### src/rtl/div_issue.sv
// div_issue: issue/retire front-end for the radix-4 SRT divider div32.
// Queues RISC-V DIV/DIVU/REM/REMU ops with a ROB tag. Divide-by-zero and
// signed overflow are answered locally. Every other op is launched into
// div32. The quotient or remainder is returned on a valid/ready port.
// A flush kills all queued work and discards any result still in flight.
module div_issue #(
  parameter int TAG_W = 4,
  parameter int DEPTH = 2
) (
  input  logic             clk,
  input  logic             rst_n,
  input  logic             flush,
  input  logic             in_valid,
  output logic             in_ready,
  input  logic [1:0]       in_op,
  input  logic [31:0]      in_a,
  input  logic [31:0]      in_b,
  input  logic [TAG_W-1:0] in_tag,
  output logic             out_valid,
  input  logic             out_ready,
  output logic [31:0]      out_data,
  output logic [TAG_W-1:0] out_tag,
  output logic             div_in_en,
  output logic [31:0]      div_a,
  output logic [31:0]      div_b,
  output logic             div_signed,
  input  logic             div_idle,
  input  logic             div_out_en,
  input  logic [31:0]      div_q,
  input  logic [31:0]      div_rem
);

  localparam int PTR_W = $clog2(DEPTH);
  localparam int CNT_W = $clog2(DEPTH + 1);
  localparam int ENT_W = 2 + 32 + 32 + TAG_W;
  localparam logic [CNT_W-1:0] FULL_CNT = CNT_W'(DEPTH);

  typedef enum logic [1:0] {
    S_IDLE  = 2'd0,
    S_BUSY  = 2'd1,
    S_DONE  = 2'd2,
    S_DRAIN = 2'd3
  } state_e;

  // True when the op can be answered without the divider.
  function automatic logic is_corner(input logic [1:0] op, input logic [31:0] a,
                                     input logic [31:0] b);
    logic by_zero;
    logic ovf;
    by_zero = (b == 32'h0000_0000);
    ovf     = ~op[0] && (a == 32'h8000_0000) && (b == 32'hFFFF_FFFF);
    return by_zero || ovf;
  endfunction

  // Architectural result for the locally resolved cases.
  function automatic logic [31:0] corner_result(input logic [1:0] op, input logic [31:0] a,
                                                input logic [31:0] b);
    logic [31:0] res;
    if (b == 32'h0000_0000) begin
      res = op[1] ? a : 32'hFFFF_FFFF;
    end else begin
      res = op[1] ? 32'h0000_0000 : 32'h8000_0000;
    end
    return res;
  endfunction

  // FIFO storage and control
  logic [ENT_W-1:0] mem_q [DEPTH];
  logic [PTR_W-1:0] wr_ptr_q;
  logic [PTR_W-1:0] rd_ptr_q;
  logic [CNT_W-1:0] cnt_q;

  logic             push_s;
  logic             pop_s;
  logic             fifo_empty_s;
  logic [ENT_W-1:0] head_s;
  logic [1:0]       head_op_s;
  logic [31:0]      head_a_s;
  logic [31:0]      head_b_s;
  logic [TAG_W-1:0] head_tag_s;

  // FSM and output registers
  state_e           state_q, state_d;
  logic             out_valid_q, out_valid_d;
  logic [31:0]      out_data_q, out_data_d;
  logic [TAG_W-1:0] out_tag_q, out_tag_d;
  logic             div_in_en_q, div_in_en_d;
  logic [31:0]      div_a_q, div_a_d;
  logic [31:0]      div_b_q, div_b_d;
  logic             div_signed_q, div_signed_d;
  logic [1:0]       op_q, op_d;
  logic [TAG_W-1:0] tag_q, tag_d;

  assign fifo_empty_s = (cnt_q == CNT_W'(0));
  assign in_ready     = (cnt_q != FULL_CNT) && !flush;
  assign push_s       = in_valid && in_ready;

  assign head_s     = mem_q[rd_ptr_q];
  assign head_op_s  = head_s[ENT_W-1 -: 2];
  assign head_a_s   = head_s[ENT_W-3 -: 32];
  assign head_b_s   = head_s[TAG_W+31 -: 32];
  assign head_tag_s = head_s[TAG_W-1:0];

  assign out_valid  = out_valid_q;
  assign out_data   = out_data_q;
  assign out_tag    = out_tag_q;
  assign div_in_en  = div_in_en_q;
  assign div_a      = div_a_q;
  assign div_b      = div_b_q;
  assign div_signed = div_signed_q;

  // FIFO pointers, occupancy and entry storage; flush empties the queue.
  always_ff @(posedge clk or negedge rst_n) begin
    if (!rst_n) begin
      wr_ptr_q <= '0;
      rd_ptr_q <= '0;
      cnt_q    <= '0;
      for (int i = 0; i < DEPTH; i++) begin
        mem_q[i] <= '0;
      end
    end else if (flush) begin
      wr_ptr_q <= '0;
      rd_ptr_q <= '0;
      cnt_q    <= '0;
    end else begin
      if (push_s) begin
        mem_q[wr_ptr_q] <= {in_op, in_a, in_b, in_tag};
        wr_ptr_q        <= wr_ptr_q + PTR_W'(1);
      end
      if (pop_s) begin
        rd_ptr_q <= rd_ptr_q + PTR_W'(1);
      end
      case ({push_s, pop_s})
        2'b10:   cnt_q <= cnt_q + CNT_W'(1);
        2'b01:   cnt_q <= cnt_q - CNT_W'(1);
        default: cnt_q <= cnt_q;
      endcase
    end
  end

  // State and output registers.
  always_ff @(posedge clk or negedge rst_n) begin
    if (!rst_n) begin
      state_q      <= S_IDLE;
      out_valid_q  <= 1'b0;
      out_data_q   <= 32'h0000_0000;
      out_tag_q    <= '0;
      div_in_en_q  <= 1'b0;
      div_a_q      <= 32'h0000_0000;
      div_b_q      <= 32'h0000_0000;
      div_signed_q <= 1'b0;
      op_q         <= 2'b00;
      tag_q        <= '0;
    end else begin
      state_q      <= state_d;
      out_valid_q  <= out_valid_d;
      out_data_q   <= out_data_d;
      out_tag_q    <= out_tag_d;
      div_in_en_q  <= div_in_en_d;
      div_a_q      <= div_a_d;
      div_b_q      <= div_b_d;
      div_signed_q <= div_signed_d;
      op_q         <= op_d;
      tag_q        <= tag_d;
    end
  end

  // Next-state logic: pop/launch, result capture, handshake, flush and drain.
  always_comb begin
    state_d      = state_q;
    out_valid_d  = out_valid_q;
    out_data_d   = out_data_q;
    out_tag_d    = out_tag_q;
    div_in_en_d  = 1'b0;
    div_a_d      = div_a_q;
    div_b_d      = div_b_q;
    div_signed_d = div_signed_q;
    op_d         = op_q;
    tag_d        = tag_q;
    pop_s        = 1'b0;

    if (flush) begin
      // Flush wins over everything. An op still inside div32 must be drained,
      // unless its result strobes in this very cycle and can be dropped now.
      out_valid_d = 1'b0;
      case (state_q)
        S_BUSY:  state_d = div_out_en ? S_IDLE : S_DRAIN;
        S_DRAIN: state_d = div_out_en ? S_IDLE : S_DRAIN;
        default: state_d = S_IDLE;
      endcase
    end else begin
      case (state_q)
        S_IDLE: begin
          if (!fifo_empty_s && div_idle) begin
            pop_s = 1'b1;
            if (is_corner(head_op_s, head_a_s, head_b_s)) begin
              out_data_d  = corner_result(head_op_s, head_a_s, head_b_s);
              out_tag_d   = head_tag_s;
              out_valid_d = 1'b1;
              state_d     = S_DONE;
            end else begin
              div_a_d      = head_a_s;
              div_b_d      = head_b_s;
              div_signed_d = ~head_op_s[0];
              div_in_en_d  = 1'b1;
              op_d         = head_op_s;
              tag_d        = head_tag_s;
              state_d      = S_BUSY;
            end
          end else begin
            state_d = S_IDLE;
          end
        end
        S_BUSY: begin
          if (div_out_en) begin
            out_data_d  = op_q[1] ? div_rem : div_q;
            out_tag_d   = tag_q;
            out_valid_d = 1'b1;
            state_d     = S_DONE;
          end else begin
            state_d = S_BUSY;
          end
        end
        S_DONE: begin
          if (out_ready) begin
            out_valid_d = 1'b0;
            state_d     = S_IDLE;
          end else begin
            state_d = S_DONE;
          end
        end
        S_DRAIN: begin
          if (div_out_en) begin
            state_d = S_IDLE;
          end else begin
            state_d = S_DRAIN;
          end
        end
        default: begin
          state_d     = S_IDLE;
          out_valid_d = 1'b0;
        end
      endcase
    end
  end

endmodule

### config.mk
export PLATFORM = sky130hd
export DESIGN_NAME = div_issue
export DESIGN_NICKNAME = d
export VERILOG_FILES = /design/src/rtl/div_issue.sv
export SDC_FILE = /design/constraint.sdc
export NUM_CORES = 1
export LEC_CHECK = 0
export CAP_MARGIN = 25
export CORE_ASPECT_RATIO = 0.75
export CORE_UTILIZATION = 30
export CTS_BUF_LIST = sky130_fd_sc_hd__clkbuf_4 sky130_fd_sc_hd__clkbuf_8
export DETAILED_ROUTE_END_ITERATION = 12
export GPL_TIMING_DRIVEN = 0
export SLEW_MARGIN = 20
export SYNTH_ARGS = -nofsm -noshare
export SYNTH_HDL_FRONTEND = slang
export SYNTH_SLANG_ARGS = --single-unit
### constraint.sdc
create_clock -name clk -period 8.13 [get_ports clk]
set_input_delay 1.626 -clock clk [delete_from_list [all_inputs] [get_ports clk]]
set_output_delay 1.626 -clock clk [all_outputs]
set_load 0.1 [all_outputs]
Word-level counts from Yosys, hierarchy flattened:

Cells that the tools add are included.

* output and inout port bits: 104
* register bits: 255
* word-level logic and storage cells: 109
* input bits: 141

* bitwise gates (word level): 5
* order comparisons: 3
* equality and inequality tests: 15
* reductions and logical operators: 22
* muxes and demuxes: 45
* add/sub/neg operators: 4

Operators with widths (count)
* 70-bit two-way mux: 4
* 32-bit two-way mux: 7
* 140-bit bitwise mux: 1
* 70-bit demux with 1-bit select: 1
* 32-bit equality test, second input constant: 2
* 32-bit one-hot mux with 2 select lines: 1
* 32-bit zero test: 1
* 1-bit two-way mux: 16
* 2-bit two-way mux: 8
* 4-bit two-way mux: 3
* 3-bit != test, second input constant: 4
* 5-bit AND reduction: 2
* 2-bit != test, second input constant: 4
* 2-bit one-hot mux with 4 select lines: 1
* 4-bit one-hot mux with 2 select lines: 1
* 2-bit equality test, second input constant: 3
* 1-bit logical AND: 6
* 2-bit nonzero test: 3
* 2-bit by 1-bit equality test with 1-bit output, second input constant: 2
* 2-bit greater-or-equal comparator, second input constant: 2
* 2-bit zero test: 2
* 1-bit inverter with 2-bit output: 2
* 2-bit one-hot mux with 2 select lines: 1
* 4-bit AND reduction: 1
* other kinds (12): 16

Logic depth before layout (Yosys ltp):

Gate-level depths: netlist of run 1.

* word-level depth: 12
* mapped depth: 10
* mapped depth without buffers: 6

Worst setup path after synthesis of run 1:

No wires, ideal clock.

* path kind: input to output
* from: input flush
* to: output in_ready
* path buffers: 1
* path slack: 3.180 ns
* arrival: 3.324 ns
* required time: 6.504 ns
* cell stages on the path: 2
* cells stage by stage: clkbuf_1 > a21oi_1

* cells in the longest elaborated chain, start to end: 2

RTL lines
* start, declared: line 12 `input logic flush,`
* 1-bit zero test: line 95 `assign in_ready = (cnt_q != FULL_CNT) && !flush;`
* 1-bit logical AND: line 95
* end, declared: line 14 `output logic in_ready,`

No other way between the ends.

Worst setup path in the final report of run 1:

Same ends and word-level chain as after synthesis.

==> results by group, run 1 <==
Clock tree
  – Setup Fix Bufs, Post-CTS: 0
  – Hold_buf cts: 0
  – Worst skew pair latency: 0.56 ns
  – CTS tree: built
  – CTS Buffer Depth: 3
  – Clock sinks: 254
  – Root Buffer: clkbuf_8
  – Clk pin slew, worst setup/hold paths: 0.06 ns
  – CTS resizes: 0
  – Num CTS Buffers: 45
  – H-tree levels: 2

Synthesis
  – Post-synth top area share: 0.541
  – Post-Syn Nets: around 1000
  – Top cells by area, synth: dfrtp_1 54%, mux2_2 26%, mux2_4 4.0%, mux2i_1 3.7%, o22ai_1 1.7%
  – Unique masters post-synth: 50
  – Synth Flop Type: dfrtp_1
  – Synthesized area: roughly 12000 um2
  – Post-synthesis sequential area ratio: 0.541
  – Synth Instances: roughly 860
  – Avg Cell Area, Syn: 13.7 um2
  – Largest area contributor in the netlist: dfrtp_1
  – Synth Register Bits: 254
  – Yosys warns: 0
  – Fraction of registers with async set/reset: 1.00
  – Number of synthesized flops with an enable pin: 0

Routing
  – Drt pass-1 iters: 5
  – ANT nets after route: 0
  – Initial DRC Count: 509
  – WL final: roughly 38000 um
  – DR vias: 8286
  – Vias/cell: approximately 4.9
  – WL/cell: around 22 um
  – Residual DRC count: 0

Timing
  – Final-report max-slew violation count: 0
  – Tcrit/Tclk final: 0.607
  – Rel. slew slack: 0.288
  – Tightest Pin Transition: around 1.1 ns
  – Setup_tns: 0 ns
  – Final min period: 4.94 ns
  – Final setup viols: 0
  – RSZ-0062 raised after global routing: no
  – Layout Skew: approximately 0.016 ns
  – Worst hold margin: 0.504 ns
  – Highest clock rate: just over 0.2 GHz
  – Final hold violation count: 0

Final layout
  – Post-route design area: around 16000 um2
  – Non-Filler Instances: 1693
  – Share of layout cells above drive strength 1: 0.338
  – Final Core Density: 0.412
  – Most common cell after layout, fill and taps aside: mux2_2
  – Most frequent cells in the layout: 270 x mux2_2, 254 x dfrtp_1, 242 x clkdlybuf4s50_1
  – Nets: 1288
  – Area Overhead vs Synth: 34.5%

Critical path
  – Critical path's slowest cell: clkdlybuf4s50_1
  – Data arrival, critical path: 3.31 ns
  – Max incr delay on CP: 1.21 ns
  – Crit. End Element: primary output
  – Crit path buffers/inverters: 2
  – CP Max Fanout: 8
  – WS Path Type: in -> out
  – Startpoint Class: primary input
  – Worst-path cell chain: clkbuf_1, a21oi_1, clkdlybuf4s50_1
  – WP data required: 6.50 ns
  – Critical path's top delay family: buffers and inverters

Power and ir drop
  – Pwr dens: 394 nW/um2
  – Leakage: 6.56 nW
  – VDD IR max: 0.229 mV

GRT
  – Congestion Overflow GR: 0
  – Global-route wire length before repair: around 57000 um
  – Largest net degree at the start of global routing: 97
  – Number of global-route vias before repair: just under 9000
  – Gr usage total: 0.191
  – Initial antenna violation count: 12

Placement
  – DP Area: between 10000 and 15000 um2
  – DP Wirelength: 28300 um
  – PortBufs: 243
  – Placed insts: approximately 1600
  – RePlAce Congestion: 0.847

Floorplan
  – Initial Utilization: 0.306
  – Core Region: 38400 um2
  – Io pins: 245
  – Die height: about 170 um
  – Die W: 231 um
  – Die ar.: 40000 um2
  – Site Rows: 62

Outcome
  – Outcome: complete, no violations

Min path
  – HP Class: reg -> reg

Flow run
  – Max-cap violation count: 0
flip-flops by register name, indices dropped and copies added (netlist names):
signal,flops
state_q,2
out_valid,1
op_q,1
out_tag,4
rd_ptr_q,1
div_in_en,1
out_data,32
mem_q,140
div_b,32
tag_q,4
div_a,32
div_signed,1
cnt_q,2
wr_ptr_q,1
power by group:
part	internal (mW)	total [mW]	switching, mW
clock network	0.680	1.21	0.530
logic	0.961	2.98	2.02
registers	1.70	2.04	0.343
total	3.34	6.23	2.90
per-layer routing:
| layer | global-route usage | up-vias | wire length (um) |
|---|---|---|---|
| met4 | 0.0464 | 8 | 605 |
| met3 | 0.0594 | 54 | 2730 |
| met1 | 0.269 | 4273 | 17800 |
| met2 | 0.284 | 204 | 16500 |
| met5 | 0 | - | 47 |
| li1 | - | 3747 | - |
metrics by stage:
stage | power [mW] | worst slack [ns]
final | 6.23 | 3.19
after global routing | 6.53 | 3.10
after CTS | 6.30 | 3.17
after detailed placement | 5.06 | 3.18
after global placement | 5.02 | -5.84
after floorplan | 4.15 | 3.18
synthesized netlist by cell type, drive strengths merged (5+ instances only):
library cell / instances
dfrtp: 254
mux2: 302
inv: 8
mux2i: 43
o21ai: 5
nor4b: 6
o22ai: 31
nor2: 48
nand2: 8
clkbuf: 32
nand4: 15
a21oi: 12
buf: 19
nor3: 7
nor4: 19
worst register-to-register path, cell delays in order (launching register included):
cell and delay [ns]:
dfrtp_1 0.57, buf_6 0.24, buf_2 0.30, buf_2 0.36, a21oi_1 0.21, and2_1 0.26
nor3_2 0.85, buf_2 0.54, mux2_2 0.40
worst paths after layout:
check / startpoint / cells after the start / slack, ns / end
max reg2reg: rd_ptr_q / 8 / 4.28 / div_a[28]
min: mem_q[110] / 1 / 0.50 / mem_q[110]
min in group asynchronous: rst_n / 1 / 1.01 / div_b[4]
max: flush / 3 / 3.19 / in_ready
min reg2reg: mem_q[110] / 1 / 0.50 / mem_q[110]
max in group asynchronous: rst_n / 3 / 5.80 / div_a[3]
cell type report:
class	instances	area (um2)
Timing Repair Buffer	245	2490
Sequential cell	254	6360
Inverter	8	30.0
Fill cell	3656	22600
Multi-Input combinational cell	542	5090
Clock inverter	6	32.5
Buffer	51	268
Clock buffer	70	876
Antenna cell	5	12.5
Tap cell	512	641
cells by family after synthesis:
logic type | after synthesis | synth area share
muxes | 345 | 0.336
buffers and inverters | 59 | 0.0253
xor gates and xnor gates | 2 | 0.00149
AOI/OAI and AO/OA | 63 | 0.0348
DFF | 254 | 0.541
and+or+nand+nor | 132 | 0.0613
(Power assumes the default switching activity.)
==> inputs of run 2 (changes only) <==
==> constraint.sdc (replaced) <==
create_clock -name clk -period 4.1 [get_ports clk]
set_input_delay 0.82 -clock clk [delete_from_list [all_inputs] [get_ports clk]]
set_output_delay 0.82 -clock clk [all_outputs]
set_load 0.1 [all_outputs]
==> results of run 2 <==
Same layout as run 1 (identical final DEF). Status: complete, no violations.
Main changes from that run: setup slack after placement 3.18 ns -> 0.250 ns; setup slack after layout 3.19 ns -> 0.250 ns; hold slack 0.504 ns -> 0.204 ns; start point of the critical path flush -> rd_ptr_q; end point of the critical path in_ready -> div_a[28]; register-to-register setup slack 4.28 ns -> 0.25 ns; total power 6.23 mW -> 12.4 mW; worst IR drop on VDD 0.229 mV -> 0.453 mV
